**src/rtl/timer_pkg.sv**
```systemverilog
// timer_pkg: shared state encoding, mode constants and prescaler width helper for prog_timer
package timer_pkg;
  typedef enum logic [1:0] {IDLE, RUN, DONE} state_e;
  localparam logic MODE_ONESHOT = 1'b0;
  localparam logic MODE_RELOAD = 1'b1;
  function automatic int div_w(input int f_clk, input int f_tick);
    return (f_clk / f_tick) < 2 ? 1 : $clog2(f_clk / f_tick);
  endfunction
endpackage

```
**src/rtl/prog_timer_tick_gen.sv**
```systemverilog
// tick_gen: clearable, enable-gated prescaler emitting a one-cycle tick every F_CLK/F_TICK running cycles
module tick_gen
  import timer_pkg::*;
#(
  parameter int F_CLK = 50_000_000,
  parameter int F_TICK = 10
) (
  input  logic clk,
  input  logic rst,
  input  logic i_clr,
  input  logic i_en,
  output logic o_tick
);
  localparam int DIV = F_CLK / F_TICK;
  localparam int DIV_W = div_w(F_CLK, F_TICK);
  if (F_TICK <= 0 || DIV < 2 || (F_CLK % F_TICK) != 0) begin : g_bad_div
    $error("tick_gen: F_CLK/F_TICK must be an integer >= 2");
  end
  logic [DIV_W-1:0] cnt_q, cnt_d;
  assign o_tick = i_en && (cnt_q == DIV_W'(DIV - 1));
  // advance while enabled, wrap after the tick, hold otherwise
  always_comb begin
    cnt_d = i_clr ? '0 : !i_en ? cnt_q : o_tick ? '0 : cnt_q + 1'b1;
  end
  // prescaler register
  always_ff @(posedge clk) begin
    if (rst) cnt_q <= '0;
    else cnt_q <= cnt_d;
  end
endmodule

```
**src/rtl/prog_timer.sv**
```systemverilog
// prog_timer: one-shot / auto-reload countdown timer with pause, abort and expiry pulse; sticky irq when PROG_TIMER_STICKY_EN is defined
module prog_timer
  import timer_pkg::*;
#(
  parameter int WIDTH = 16,
  parameter int F_CLK = 50_000_000,
  parameter int F_TICK = 10
) (
  input  logic             clk,
  input  logic             rst,
  input  logic [WIDTH-1:0] i_load_val,
  input  logic             i_mode,
  input  logic             i_start,
  input  logic             i_pause,
  input  logic             i_abort,
`ifdef PROG_TIMER_STICKY_EN
  input  logic             i_irq_clr,
  output logic             o_irq,
`endif
  output logic [WIDTH-1:0] o_count,
  output logic             o_expired,
  output logic             o_busy
);
  if (WIDTH < 2 || WIDTH > 32) begin : g_bad_width
    $error("prog_timer: WIDTH must be in 2..32");
  end
  state_e state_q, state_d;
  logic [WIDTH-1:0] count_q, count_d;
  logic mode_q, mode_d, expired_q, expired_d, tick;
  tick_gen #(.F_CLK(F_CLK), .F_TICK(F_TICK)) u_tick (
    .clk   (clk),
    .rst   (rst),
    .i_clr (i_abort | i_start),
    .i_en  ((state_q == RUN) & ~i_pause),
    .o_tick(tick)
  );
  // control priority: abort > start > tick; pause is folded into the tick enable
  always_comb begin
    state_d = state_q;
    count_d = count_q;
    mode_d = mode_q;
    expired_d = 1'b0;
    if (i_abort) begin
      state_d = IDLE;
      count_d = '0;
    end else if (i_start) begin
      count_d = i_load_val;
      mode_d = i_mode;
      state_d = (i_load_val == '0) ? DONE : RUN;
      expired_d = (i_load_val == '0);
    end else if (state_q == RUN && tick) begin
      if (count_q > WIDTH'(1)) begin
        count_d = count_q - WIDTH'(1);
      end else if (count_q == WIDTH'(1)) begin
        count_d = '0;
        expired_d = 1'b1;
        state_d = (mode_q == MODE_RELOAD) ? RUN : DONE;
      end else begin
        count_d = i_load_val;
        expired_d = (i_load_val == '0);
        state_d = (i_load_val == '0) ? DONE : RUN;
      end
    end
  end
  // state, count, latched mode and expiry pulse registers
  always_ff @(posedge clk) begin
    if (rst) begin
      state_q <= IDLE;
      count_q <= '0;
      mode_q <= MODE_ONESHOT;
      expired_q <= 1'b0;
    end else begin
      state_q <= state_d;
      count_q <= count_d;
      mode_q <= mode_d;
      expired_q <= expired_d;
    end
  end
  assign o_count = count_q;
  assign o_expired = expired_q;
  assign o_busy = (state_q == RUN);
`ifdef PROG_TIMER_STICKY_EN
  logic irq_q;
  // sticky interrupt: an expiry pulse sets it and beats a simultaneous clear
  always_ff @(posedge clk) begin
    if (rst) irq_q <= 1'b0;
    else irq_q <= expired_q | (irq_q & ~i_irq_clr);
  end
  assign o_irq = irq_q;
`endif
endmodule

```
**config.mk**
```make
export PLATFORM = sky130hd
export DESIGN_NAME = prog_timer
export DESIGN_NICKNAME = d
export VERILOG_FILES = /design/src/rtl/timer_pkg.sv /design/src/rtl/prog_timer_tick_gen.sv /design/src/rtl/prog_timer.sv
export SDC_FILE = /design/constraint.sdc
export NUM_CORES = 1
export LEC_CHECK = 0
export CORE_UTILIZATION = 48
export DETAILED_ROUTE_END_ITERATION = 16
export HOLD_SLACK_MARGIN = 0.02
export PLACE_DENSITY = 0.78
export SLEW_MARGIN = 30
export SYNTH_ARGS = -nofsm -noshare
export SYNTH_HDL_FRONTEND = slang
export SYNTH_SLANG_ARGS = --single-unit
```
**constraint.sdc**
```tcl
create_clock -name clk -period 2 [get_ports clk]
set_input_delay 0.4 -clock clk [delete_from_list [all_inputs] [get_ports clk]]
set_output_delay 0.4 -clock clk [all_outputs]
set_load 0.01 [all_outputs]
```
==> results_dict.tcl <==
set metrics [dict create \
    multiInputGateArea_um2 1670 \
    antennaDiodeCount 0 \
    synth.distinct_cells 50 \
    avgViaCountPerCell 5.75 \
    cts_tree "yes" \
    antenna_left 0 \
    synth_edf_count 0 \
    min_path_type "register to register" \
    remaining_drc_errors 0 \
    ir_drop_mv 0.326 \
    r2r_setup_slack_ps -70 \
    rsz0062_at_grt "true" \
    endpoint_kind "register" \
    grt_start_max_net_pins 16 \
    routedWlPerCell_um 16.0 \
    fin_tns_setup_ps -555 \
    vias 2633 \
    final-seq-area_um2 863 \
    dr.pass1.iters 4 \
    worst_ep_arrival_time_ps 2280 \
    yosys.area.top_type_share 0.348 \
    worst_slack_ps -82.3 \
    fmax_mhz 480 \
    area_growth_pct 47.0 \
    cts.htree.levels 2 \
    nets 415 \
    grt_use_total 0.256 \
    slew_viol_final 0 \
    fin_hold_ws_ps 479 \
    grt_pass1_wl_um 10800 \
    finalHoldViolations 0 \
    yosys-top-cells-count "43 x dfxtp_1, 37 x nor2_1, 23 x a21oi_1" \
    root_buffer "clkbuf_8" \
    first_iter_violations 203 \
    place_inst 444 \
    cts_made_buffers 5 \
    die_w_um 73.8 \
    antenna_found_initial 0 \
    syn_area_um2 2470 \
    reg2regPathDepth 6 \
    cp.depth 7 \
    grt_overflow_total 0 \
    port_buffers 39 \
    grt_pass1_vias 2397 \
    fin_area_um2 3640 \
    rows 25 \
    io_pins 40 \
    worst_pin_slew_ps 457 \
    synthArstFlopShare 0 \
    cts_buffer_depth 2 \
    start_util 0.510 \
    stdcell_count 458 \
    crit_path_max_incr_delay_ps 450 \
    status "finished with violations" \
    yosysMostFrequentCell "dfxtp_1" \
    max-slew-margin-rel 0.693 \
    path_buf_inv 1 \
    min_period_ps 2080 \
    cts_sinks 43 \
    avgSynthCellArea_um2 8.28 \
    power_density_nw_per_um2 575 \
    synthTopCellsByArea "dfxtp_1 35%, nor2_1 5.6%, a21oi_1 4.7%, xor2_1 4.6%, xnor2_1 3.9%" \
    setup_viol_count_final 25 \
    ys_warn_count 0 \
    clk-insertion-delay-late_ps 300 \
    ys_seq_elements 43 \
    netlist_instances 299 \
    die_h_um 73.8 \
    nFillCells 335 \
    fin_total_pwr_mw 2.09 \
    cp_data_required_time_ps 2200 \
    drt-total-wl_um 7320 \
    drive_above_1_share 0.286 \
    maxCapViolations 0 \
    dieArea_um2 5450 \
    fin_crit_sh 1.04 \
    post-synth-top-area-cell "dfxtp_1" \
    violations "negative setup slack" \
    path_cells "clkdlybuf4s50_1, nor2b_2, nand4_2, nor4_2, a21oi_1, or3_1, and3_1" \
    cp_slowest_cell "clkdlybuf4s50_1" \
    place_hpwl_um 4950 \
    placedInstanceArea_um2 3270 \
    critPathKind "input pin to register" \
    seq_area_frac_synth 0.348 \
    worstPathMaxFanout 4 \
    gp_congestion 0.928 \
    critPathLaunchType "input pin" \
    cp_top_family "simple AND/OR/NAND/NOR gates" \
    clkTransAtPathRegs_ps 80 \
    synth-main-ff-cell "dfxtp_1" \
    power.leakage_nw 1.35 \
    clock_skew_ps 5.24 \
    syn-num-nets 324 \
    core_area_um2 4850 \
    hold_depth 2 \
]
[flip-flops by register name, summed over array words and instances (netlist names)]
| name | count |
|---|---|
| o_expired | 1 |
| u_tick.cnt_q | 23 |
| mode_q | 1 |
| o_count | 16 |
| state_q | 2 |
[cell families after synthesis]
group,after synthesis,synth area share
AO/OA/AOI/OAI,59,0.142
AND/OR/NAND/NOR,149,0.361
flip-flops,43,0.348
multiplexers,1,0.00404
XOR/XNOR,24,0.0849
adder cells (fa/ha/maj),3,0.0152
buffers and inverters,20,0.0450
[through the flow]
step | setup slack, ps | utilization
4_1_cts | -48.4 | 0.710
3_5_place_dp | -398 | 0.674
2_1_floorplan | 25.5 | -
6_report | -82.3 | 0.750
3_3_place_gp | -331 | 0.674
5_1_grt | -200 | 0.750
[repair_timing]
item                                    in CTS  in global routing
setup buffers                                1                  4
endpoints found under the setup margin      32                 36
gates cloned                                 0                  1
pin swaps                                    2                  8
gates resized for setup                     10                 30
hold buffers                                 0                  0
[final timing paths]
kind,startpoint,endpoint
min,state_q[0]$_SDFFE_PP0P_,state_q[0]$_SDFFE_PP0P_
min reg2reg,state_q[0]$_SDFFE_PP0P_,state_q[0]$_SDFFE_PP0P_
max,i_pause,state_q[1]$_SDFFE_PP0P_
max reg2reg,u_tick.cnt_q[6]$_SDFFE_PP0P_,state_q[1]$_SDFFE_PP0P_
[layout make-up]
type                    count  area share
multi-input cells         236       0.459
inverters                   7     0.00722
repair buffers             97       0.242
flip-flops and latches     43       0.237
clock inverters             3      0.0120
well taps                  67      0.0230
clock buffers               5      0.0189
[routing by layer]
layer  vias up  wire length, um  global-route usage
met5         -                0                   0
met4         0               95              0.0855
met3         8              503              0.0521
met2       114             3620               0.435
met1      1230             3100               0.323
li1       1281                -                   -
[report_power, final]
| group | switching, mW | total, mW | internal (mW) | leakage [nW] |
|---|---|---|---|---|
| sequential | 0.0185 | 0.891 | 0.872 | 0.349 |
| clock | 0.322 | 0.694 | 0.372 | 0.0581 |
| combinational | 0.276 | 0.506 | 0.230 | 0.946 |
[cells in the final DEF (no fill, tap or decap), types with 7 or more instances in the layout]
cell / instances
a21oi_1: 21
buf_4: 54
clkdlybuf4s50_1: 39
dfxtp_1: 41
nand2_1: 16
nand3_1: 11
nand4_1: 8
nor2_1: 29
nor3_1: 13
nor3b_1: 8
nor4_1: 10
o21ai_0: 7
o21ai_1: 8
or3_1: 9
xnor2_1: 11
xor2_1: 13
[worst min-delay path, delay by kind of cell, from the launching register on]
kind / cells / cell delay (ps)
flip-flops: 1 / 320
AO/OA/AOI/OAI: 1 / 60
AND/OR/NAND/NOR: 1 / 60
Power figures use the tool's default switching activity.
